## src/rtl/mmu_pkg.sv

```systemverilog
// Shared definitions for the 2x2 matrix-multiply datapath: default operand and
// accumulator widths, operand-mux select encodings and operand buffer addresses.
package mmu_pkg;

    localparam int DW = 8;
    localparam int AW = 16;

    localparam logic [1:0] SEL_0    = 2'd0;
    localparam logic [1:0] SEL_1    = 2'd1;
    localparam logic [1:0] SEL_ZERO = 2'd2;

    localparam logic [2:0] ADDR_W0 = 3'd0;
    localparam logic [2:0] ADDR_X0 = 3'd4;

endpackage

```

## src/rtl/mmu_pe.sv

```systemverilog
// Multiply-accumulate processing element for the output-stationary 2x2 array.
// Forwards a and b one cycle downstream, multiplies them, and either restarts
// (clear) or extends its accumulator with the product.
// Build option: define MMU_SATURATE_EN to clamp the accumulator instead of
// letting it wrap modulo 2^AW.
module mmu_pe
    import mmu_pkg::*;
#(
    parameter int DW = mmu_pkg::DW,
    parameter int AW = mmu_pkg::AW
) (
    input  logic                 clk,
    input  logic                 rst,
    input  logic                 clear,
    input  logic signed [DW-1:0] a,
    input  logic signed [DW-1:0] b,
    output logic signed [DW-1:0] a_out,
    output logic signed [DW-1:0] b_out,
    output logic signed [AW-1:0] acc
);

`ifdef MMU_SATURATE_EN
    function automatic logic signed [AW-1:0] sat_clip(input logic signed [AW:0] s);
        if (s[AW] != s[AW-1]) begin
            return s[AW] ? {1'b1, {(AW-1){1'b0}}} : {1'b0, {(AW-1){1'b1}}};
        end
        return s[AW-1:0];
    endfunction
`else
    function automatic logic signed [AW-1:0] wrap_add(input logic signed [AW-1:0] x,
                                                      input logic signed [AW-1:0] y);
        return x + y;
    endfunction
`endif

    logic signed [DW-1:0] a_p1;
    logic signed [DW-1:0] b_p1;
    logic signed [AW-1:0] acc_p1;
    logic signed [AW-1:0] a_ext;
    logic signed [AW-1:0] b_ext;
    logic signed [AW-1:0] prod;
    logic signed [AW-1:0] acc_next;

    // The product of two DW-bit operands fits in 2*DW <= AW bits, so an AW-wide
    // multiply of sign-extended operands is the sign-extended full product.
    assign a_ext = {{(AW-DW){a[DW-1]}}, a};
    assign b_ext = {{(AW-DW){b[DW-1]}}, b};
    assign prod  = a_ext * b_ext;

    // Next accumulator value: clear reloads with the product rather than zero
    always_comb begin
        acc_next = acc_p1;
`ifdef MMU_SATURATE_EN
        if (clear) begin
            acc_next = sat_clip({prod[AW-1], prod});
        end else begin
            acc_next = sat_clip({acc_p1[AW-1], acc_p1} + {prod[AW-1], prod});
        end
`else
        if (clear) begin
            acc_next = prod;
        end else begin
            acc_next = wrap_add(acc_p1, prod);
        end
`endif
    end

    // Stage p1: forwarding registers and accumulator
    always_ff @(posedge clk) begin
        if (rst) begin
            a_p1   <= '0;
            b_p1   <= '0;
            acc_p1 <= '0;
        end else begin
            a_p1   <= a;
            b_p1   <= b;
            acc_p1 <= acc_next;
        end
    end

    assign a_out = a_p1;
    assign b_out = b_p1;
    assign acc   = acc_p1;

endmodule

```

## src/rtl/mmu_datapath.sv

```systemverilog
// 2x2 signed matrix-multiply datapath: 8-entry operand buffer (A at 0-3,
// B at 4-7, both row-major), four select-driven operand muxes and a 2x2
// output-stationary systolic array of mmu_pe. Sequencing (selects, clear)
// is owned by the control unit; there is no handshake.
// Build option: MMU_SATURATE_EN selects saturating accumulation in the PEs.
module mmu_datapath
    import mmu_pkg::*;
#(
    parameter int DW = mmu_pkg::DW,
    parameter int AW = mmu_pkg::AW
) (
    input  logic                 clk,
    input  logic                 rst,
    input  logic                 load_en,
    input  logic [2:0]           mem_addr,
    input  logic signed [DW-1:0] data_in,
    input  logic                 clear,
    input  logic [1:0]           a0_sel,
    input  logic [1:0]           a1_sel,
    input  logic [1:0]           b0_sel,
    input  logic [1:0]           b1_sel,
    output logic signed [AW-1:0] c00,
    output logic signed [AW-1:0] c01,
    output logic signed [AW-1:0] c10,
    output logic signed [AW-1:0] c11
);

    // Selects 2 and 3 inject zero so idle cycles leave the accumulators alone.
    function automatic logic signed [DW-1:0] op_mux(input logic [1:0]           sel,
                                                    input logic signed [DW-1:0] v0,
                                                    input logic signed [DW-1:0] v1);
        case (sel)
            SEL_0:   return v0;
            SEL_1:   return v1;
            default: return '0;
        endcase
    endfunction

    logic signed [DW-1:0] mem [0:7];
    logic signed [DW-1:0] a0;
    logic signed [DW-1:0] a1;
    logic signed [DW-1:0] b0;
    logic signed [DW-1:0] b1;
    logic signed [DW-1:0] a_fwd00;
    logic signed [DW-1:0] b_fwd00;
    logic signed [DW-1:0] a_fwd01;
    logic signed [DW-1:0] b_fwd01;
    logic signed [DW-1:0] a_fwd10;
    logic signed [DW-1:0] b_fwd10;
    logic signed [DW-1:0] a_fwd11;
    logic signed [DW-1:0] b_fwd11;
    logic                 unused_fwd;

    // Operand buffer write port; reads below see the pre-write contents
    always_ff @(posedge clk) begin
        if (rst) begin
            for (int i = 0; i < 8; i++) begin
                mem[i] <= '0;
            end
        end else if (load_en) begin
            mem[mem_addr] <= data_in;
        end
    end

    // A rows feed the left edge, B columns feed the top edge.
    assign a0 = op_mux(a0_sel, mem[ADDR_W0],        mem[ADDR_W0 + 3'd1]);
    assign a1 = op_mux(a1_sel, mem[ADDR_W0 + 3'd2], mem[ADDR_W0 + 3'd3]);
    assign b0 = op_mux(b0_sel, mem[ADDR_X0],        mem[ADDR_X0 + 3'd2]);
    assign b1 = op_mux(b1_sel, mem[ADDR_X0 + 3'd1], mem[ADDR_X0 + 3'd3]);

    mmu_pe #(.DW(DW), .AW(AW)) u_pe00 (
        .clk   (clk),
        .rst   (rst),
        .clear (clear),
        .a     (a0),
        .b     (b0),
        .a_out (a_fwd00),
        .b_out (b_fwd00),
        .acc   (c00)
    );

    mmu_pe #(.DW(DW), .AW(AW)) u_pe01 (
        .clk   (clk),
        .rst   (rst),
        .clear (clear),
        .a     (a_fwd00),
        .b     (b1),
        .a_out (a_fwd01),
        .b_out (b_fwd01),
        .acc   (c01)
    );

    mmu_pe #(.DW(DW), .AW(AW)) u_pe10 (
        .clk   (clk),
        .rst   (rst),
        .clear (clear),
        .a     (a1),
        .b     (b_fwd00),
        .a_out (a_fwd10),
        .b_out (b_fwd10),
        .acc   (c10)
    );

    mmu_pe #(.DW(DW), .AW(AW)) u_pe11 (
        .clk   (clk),
        .rst   (rst),
        .clear (clear),
        .a     (a_fwd10),
        .b     (b_fwd01),
        .a_out (a_fwd11),
        .b_out (b_fwd11),
        .acc   (c11)
    );

    // Forwarding outputs at the right and bottom edges of the array go nowhere.
    assign unused_fwd = ^{a_fwd01, a_fwd11, b_fwd10, b_fwd11};

endmodule

```

## config.mk

```make
export PLATFORM = sky130hd
export DESIGN_NAME = mmu_datapath
export DESIGN_NICKNAME = d
export VERILOG_FILES = /design/src/rtl/mmu_pkg.sv /design/src/rtl/mmu_pe.sv /design/src/rtl/mmu_datapath.sv
export SDC_FILE = /design/constraint.sdc
export NUM_CORES = 1
export LEC_CHECK = 0
export BUFFER_PORTS_ARGS = -buffer_cell sky130_fd_sc_hd__buf_2
export CAP_MARGIN = 20
export CORE_MARGIN = 2
export CORE_UTILIZATION = 65
export DETAILED_ROUTE_END_ITERATION = 6
export PLACE_DENSITY = 0.84
export SYNTH_ARGS = -nofsm -noshare
export SYNTH_HDL_FRONTEND = slang
export SYNTH_SLANG_ARGS = --single-unit
```

## constraint.sdc

```tcl
create_clock -name clk -period 15.9 [get_ports clk]
set_input_delay 1.59 -clock clk [delete_from_list [all_inputs] [get_ports clk]]
set_output_delay 1.59 -clock clk [all_outputs]
set_load 0.02 [all_outputs]
```

==> results of run 1 <==
==> routing by layer <==
metal | share of wire [%] | up-vias | routed length (um) | GRT usage, %
met1 | 41 | 6887 | 17300 | 36.7
met5 | 0 | - | 0 | 0
met4 | 2.8 | 0 | 1200 | 10.4
li1 | - | 6652 | - | -
met3 | 7.2 | 98 | 3050 | 5.15
met2 | 49 | 552 | 20900 | 53.7
==> flip-flops by register name, summed over array words and instances (netlist names) <==
signal,count
mem,64
u_pe00.a_out,8
u_pe00.acc,16
u_pe00.b_out,8
u_pe01.acc,16
u_pe01.b_out,8
u_pe10.a_out,8
u_pe10.acc,16
u_pe11.acc,16
==> power by group through the flow <==
| stage | clock (uW) | combinational [uW] | sequential [uW] |
|---|---|---|---|
| CTS | 435 | 730 | 506 |
| global placement | 0 | 690 | 514 |
| global route | 450 | 824 | 512 |
| detailed placement | 0 | 723 | 515 |
| floorplan | 0 | 528 | 543 |
| finish | 436 | 737 | 507 |
==> through the flow <==
step	hold slack (ps)	util (%)	power, uW	setup WS (ps)
CTS	630	71.1	1670	8410
detailed placement	606	68.9	1240	8020
global route	687	71.2	1790	7970
finish	631	71.2	1680	8400
floorplan	518	-	1070	8380
global placement	571	68.9	1200	8180
==> path summary, 6_finish.rpt <==
check | slack [ps] | to | from
max | 8400 | u_pe10.acc[15]$_SDFF_PP0_ | a1_sel[0]
min | 630 | u_pe01.b_out[5]$_SDFF_PP0_ | mem[7][5]$_SDFFCE_PN0P_
max reg2reg | 9470 | u_pe10.acc[15]$_SDFF_PP0_ | mem[3][5]$_SDFFCE_PN0P_
min reg2reg | 630 | u_pe01.b_out[5]$_SDFF_PP0_ | mem[7][5]$_SDFFCE_PN0P_
==> worst max-delay path: cells and delay by family <==
kind,cells,cell delay [ps]
adder cells (fa/ha/maj),6,2710
buffers and inverters,5,430
AND/OR/NAND/NOR,3,600
multiplexers,3,730
XOR/XNOR,1,170
AO/OA/AOI/OAI,6,1610
==> layout make-up <==
type                       instances  area (um2)  share of cell area (%)
clock inverter                    15         191                   0.967
inverter                         317        1190                    6.01
multi-input combinational       1474       13200                    66.5
timing repair buffer              98         510                    2.58
sequential                       160        3840                    19.4
clock buffer                      17         425                    2.15
antenna                            1        2.50                  0.0126
tap                              378         473                    2.39
==> cells by family (layout without fill, tap and decap cells) <==
kind of cell             after synthesis  count (layout)  share of synthesized area, %
AO/OA/AOI/OAI                        304             304                          10.7
XOR/XNOR                              99              99                          4.72
AND/OR/NAND/NOR                      622             622                          17.1
multiplexers                          46              46                          2.53
adder cells (fa/ha/maj)              403             403                          36.6
other                                  0               1                             0
buffers and inverters                365             447                          7.48
flip-flops                           160             160                          20.9
==> cell usage in the layout (no fill, tap or decap), drive strengths merged, types with 4 or more instances in the layout <==
| master | instances |
|---|---|
| a21o | 30 |
| nor2b | 9 |
| a21oi | 94 |
| clkbuf | 19 |
| xnor2 | 76 |
| o211ai | 6 |
| nand2b | 26 |
| a211o | 4 |
| ha | 179 |
| nor3 | 36 |
| o21ai | 62 |
| a2111oi | 5 |
| o31ai | 7 |
| nor3b | 4 |
| or3 | 11 |
| o21a | 21 |
| a211oi | 17 |
| buf | 96 |
| nand4 | 4 |
| o21bai | 18 |
| xor2 | 23 |
| or2 | 22 |
| edfxtp | 64 |
| dfxtp | 96 |
| and3 | 12 |
| inv | 320 |
| mux2i | 43 |
| a22o | 7 |
| and2 | 180 |
| fa | 224 |
| nand2 | 132 |
| nand3 | 9 |
| a31oi | 4 |
| nor2 | 161 |
| clkinv | 12 |
==> out/summary.txt, run 1 <==
Worst hold path depth = 2
Clk_lat worst skew = 450 ps
GRT Total Usage = 30.0%
Chip height = 172 um
Syn avg cell area = 9.19 um2
Yosys top cell area share = 24.4%
Switching Share = 41.0%
Slowest-stage cell, CP = fa_1
Num CTS Buffers = 17
Final critical-path share of the clock period = 47.2%
Drt wl/cell = 17.2 um
# rows = 61
Final GP Congestion = 0.904
Measured slew at the worst slew-check pin = 1080 ps
Switch Pwr = 689 uW
Clock Power Share = 26.0%
Critical path class = primary input to flip-flop
Resized cells post-CTS = 0
Syn-to-layout area delta = 7.72%
IO Pins = 87
Number of DRC markers in iteration 0 = 901
Cell-internal power = 990 uW
Setup crit end kind = flip-flop
CP Cell Sequence = buf_2, mux2i_1, nor2_1, and2_1, fa_1, inv_1, fa_1, inv_1, fa_1, inv_1, fa_1, inv_1, ha_1, a21oi_1, o21ai_0, o41ai_1, xnor2_1, ha_1, a21oi_1, o21ai_0, and3_1, a221oi_1, mux2i_1, mux2i_1
H-Tree Depth = 4
Comb power frac = 43.9%
Leakage = 0.00977 uW
Post-Route WL = 42.4 mm
IO Port Bufs = 86
Die area = 29,600 um2
Grt ovf = 0
Clock transition at path regs = 70 ps
Setup violators final = 0
Die width = 172 um
Maxcap violations = 0
Asr flop ratio synth = 0%
Final clock skew = 14.6 ps
Arrival @ worst endpoint = 7880 ps
Core Region = 27,800 um2
Register area share after synthesis = 20.9%
Critical path's largest stage delay = 540 ps
Status = completed
Predominant post-synthesis flop cell = dfxtp_1
Fill count = 2,050
Synth area leader = fa_1
Syn nets = 2,425
Slew Viols, Final = 0
Worst r2r path cells = 23
Finished Layout Cells = 2,460
Vias in the first global route = 14,800
CP Max Fanout = 8
Pin count of the biggest net entering global routing = 64
Post-synth EDFFs = 64
1st-pass router iterations = 5
Final HPWL DP = 32.8 mm
Syn. warnings = 0
Detailed-route vias per instance = 5.77
Critical path launch point type = primary input
Antenna-violating nets left = 0
Initial antenna violation count = 1
Initial core utilization = 66.1%
Yosys reg bits = 160
Top-count cell post-synth = inv_1
Max VDD drop = 75.1 uV
Worst Hold Class = flip-flop to flip-flop
Max clock buf depth = 2
F_max = 0.133 GHz
# Post-CTS Setup Buffers = 0
Detailed-route via count = 14,200
Final hold vios = 0
First-pass GRT wire length = 69.9 mm
Cell area after layout = 19,800 um2
Post-synth top cells = inv_1, fa_1, and2_1, ha_1, nor2_1
DRC errors left = 0
NumNets Final = 2,494
CTS root buffer = clkbuf_16
Synthesized area = 18,400 um2
RSZ-0062 raised after global routing = no
CTS tree = built
Slew headroom = 27.8%
Yosys cell types = 67
Fin crit period = 7500 ps
Placed cell area = 19,100 um2
WP data required = 16,280 ps
Synth area leaders = fa_1, ha_1, dfxtp_1
Fin Setup TNS = 0 ps
Layout cells sized above 1 = 7.83%
Syn Inst Count = 1,999
P per Cell Area = 84.9 nW/um2
Clock Sinks = 160
Sequential power share = 30.2%
Hold buffer count at CTS = 0
Inst Count DP = 2,421
(Power assumes the default switching activity.)
==> inputs of run 2 (changes only) <==
--- a/config.mk
+++ b/config.mk
@@ -8,9 +8,9 @@
 export BUFFER_PORTS_ARGS = -buffer_cell sky130_fd_sc_hd__buf_2
 export CAP_MARGIN = 20
 export CORE_MARGIN = 2
-export CORE_UTILIZATION = 65
+export CORE_UTILIZATION = 64
 export DETAILED_ROUTE_END_ITERATION = 6
-export PLACE_DENSITY = 0.84
+export PLACE_DENSITY = 0.83
 export SYNTH_ARGS = -nofsm -noshare
 export SYNTH_HDL_FRONTEND = slang
 export SYNTH_SLANG_ARGS = --single-unit
==> constraint.sdc (replaced) <==
create_clock -name clk -period 7.8 [get_ports clk]
set_input_delay 0.78 -clock clk [delete_from_list [all_inputs] [get_ports clk]]
set_output_delay 0.78 -clock clk [all_outputs]
set_load 0.02 [all_outputs]
==> out/summary.txt, run 2 (synthesis gave the netlist of run 1 again) <==
P per Cell Area = 175 nW/um2
Most frequent cells in the layout = inv_1, fa_1, and2_1, ha_1, nor2_1
IO Pins = 87
Detailed-route vias per instance = 5.79
CTS tree = built
Drt wl/cell = 17.5 um
R2R setup slack = 1140 ps
Slew Viols, Final = 0
Clock Sinks = 160
# rows = 62
Final core occ = 69.6%
Kind of cell adding the most delay to the critical path = adder cells
Critical path launch point type = primary input
Largest Register = mem
GRT Total Usage = 29.6%
Final critical-path share of the clock period = 88.4%
Crit-path most repeated cell = ha_1
F_max = 0.145 GHz
Largest register FFs = 64
Hold buffer count at CTS = 0
Grt ovf = 0
Detailed-route via count = 14,300
Initial antenna violation count = 2
CP bufs+invs = 3
Max clock buf depth = 2
Cell area after layout = 19,800 um2
H-Tree Depth = 4
DRC errors left = 0
Fin crit period = 6890 ps
Arrival @ worst endpoint = 7270 ps
Setup violators final = 0
Clock transition at path regs = 70 ps
First-pass GRT wire length = 71.5 mm
1st-pass router iterations = 6
Slew headroom = 31.9%
Die area = 30,100 um2
Antenna-violating nets left = 0
Leakage = 0.00977 uW
Final hold vios = 0
Placed cell area = 19,200 um2
Pin count of the biggest net entering global routing = 49
RSZ-0062 raised after global routing = no
Final clock skew = 21.0 ps
IO Port Bufs = 86
Measured slew at the worst slew-check pin = 1010 ps
NumNets Final = 2,492
Vias in the first global route = 14,900
Number of DRC markers in iteration 0 = 970
Critical path's largest stage delay = 550 ps
Final HPWL DP = 33.3 mm
Design Power = 3460 uW
Worst hold slack = 585 ps
CP Max Fanout = 8
Most common cell after layout, fill and taps aside = inv_1
Maxcap violations = 0
Critical path class = primary input to flip-flop
Setup crit end kind = flip-flop
Final GP Congestion = 0.888
Initial core utilization = 64.5%
Clk_lat worst skew = 460 ps
Die width = 173 um
Slowest-stage cell, CP = o41ai_1
Chip height = 173 um
Worst Hold Class = flip-flop to flip-flop
Syn-to-layout area delta = 7.85%
Resized cells post-CTS = 0
CTS root buffer = clkbuf_16
Num CTS Buffers = 17
Status = completed
Max VDD drop = 166 uV
Post-Route WL = 43.0 mm
WP data required = 8170 ps
Fin Setup TNS = 0 ps
# Post-CTS Setup Buffers = 0
Layout cells sized above 1 = 7.74%
Core Region = 28,500 um2
CP Cell Sequence = buf_2, mux2i_1, nor2_1, and2_1, ha_1, fa_1, ha_1, inv_1, fa_1, inv_1, ha_1, fa_1, a21o_1, a21oi_1, o21ai_0, o41ai_1, xnor2_1, ha_1, a21oi_1, o21ai_0, and3_1, a221oi_1, mux2i_1, mux2i_1
run 2: layout make-up:
cell class	count	area (um2)
well taps	384	480
clock buffers	17	425
inverters	317	1190
diodes	2	5.00
clock inverters	15	209
fillers	2147	8660
multi-input cells	1474	13200
repair buffers	96	505
flip-flops and latches	160	3840
run 2: worst paths after layout:
path                                              start                         end  depth (start not counted)
worst min register to register  mem[5][1]$_SDFFCE_PN0P_  u_pe01.b_out[1]$_SDFF_PP0_                          2
worst max register to register  mem[2][4]$_SDFFCE_PN0P_   u_pe10.acc[15]$_SDFF_PP0_                         23
worst min-delay path            mem[5][1]$_SDFFCE_PN0P_  u_pe01.b_out[1]$_SDFF_PP0_                          2
worst max-delay path                          a1_sel[0]   u_pe10.acc[15]$_SDFF_PP0_                         24
run 2: routing by layer:
| layer | wire length, um | track usage, % | up-vias |
|---|---|---|---|
| li1 | - | - | 6648 |
| met1 | 17500 | 37.4 | 6962 |
| met2 | 21200 | 51.7 | 549 |
| met3 | 3070 | 5.09 | 108 |
| met4 | 1210 | 9.60 | 0 |
| met5 | 0 | 0 | - |
run 2: worst min-delay path, cell delays in order (launching register included):
cell	delay [ps]
edfxtp_1	320
mux2i_1	90
nor3_1	120
run 2: report_power, final:
group          internal [uW]  leakage (uW)  switching, uW
combinational            620       0.00806            887
clock                    469      0.000304            452
sequential               962       0.00140           73.3
run 2: through the flow:
step | setup slack, ps | std cells
floorplan | 1090 | 1999
global placement | 960 | 2427
detailed placement | 638 | 2428
CTS | 983 | 2460
global route | 495 | 2464
finish | 908 | 2465
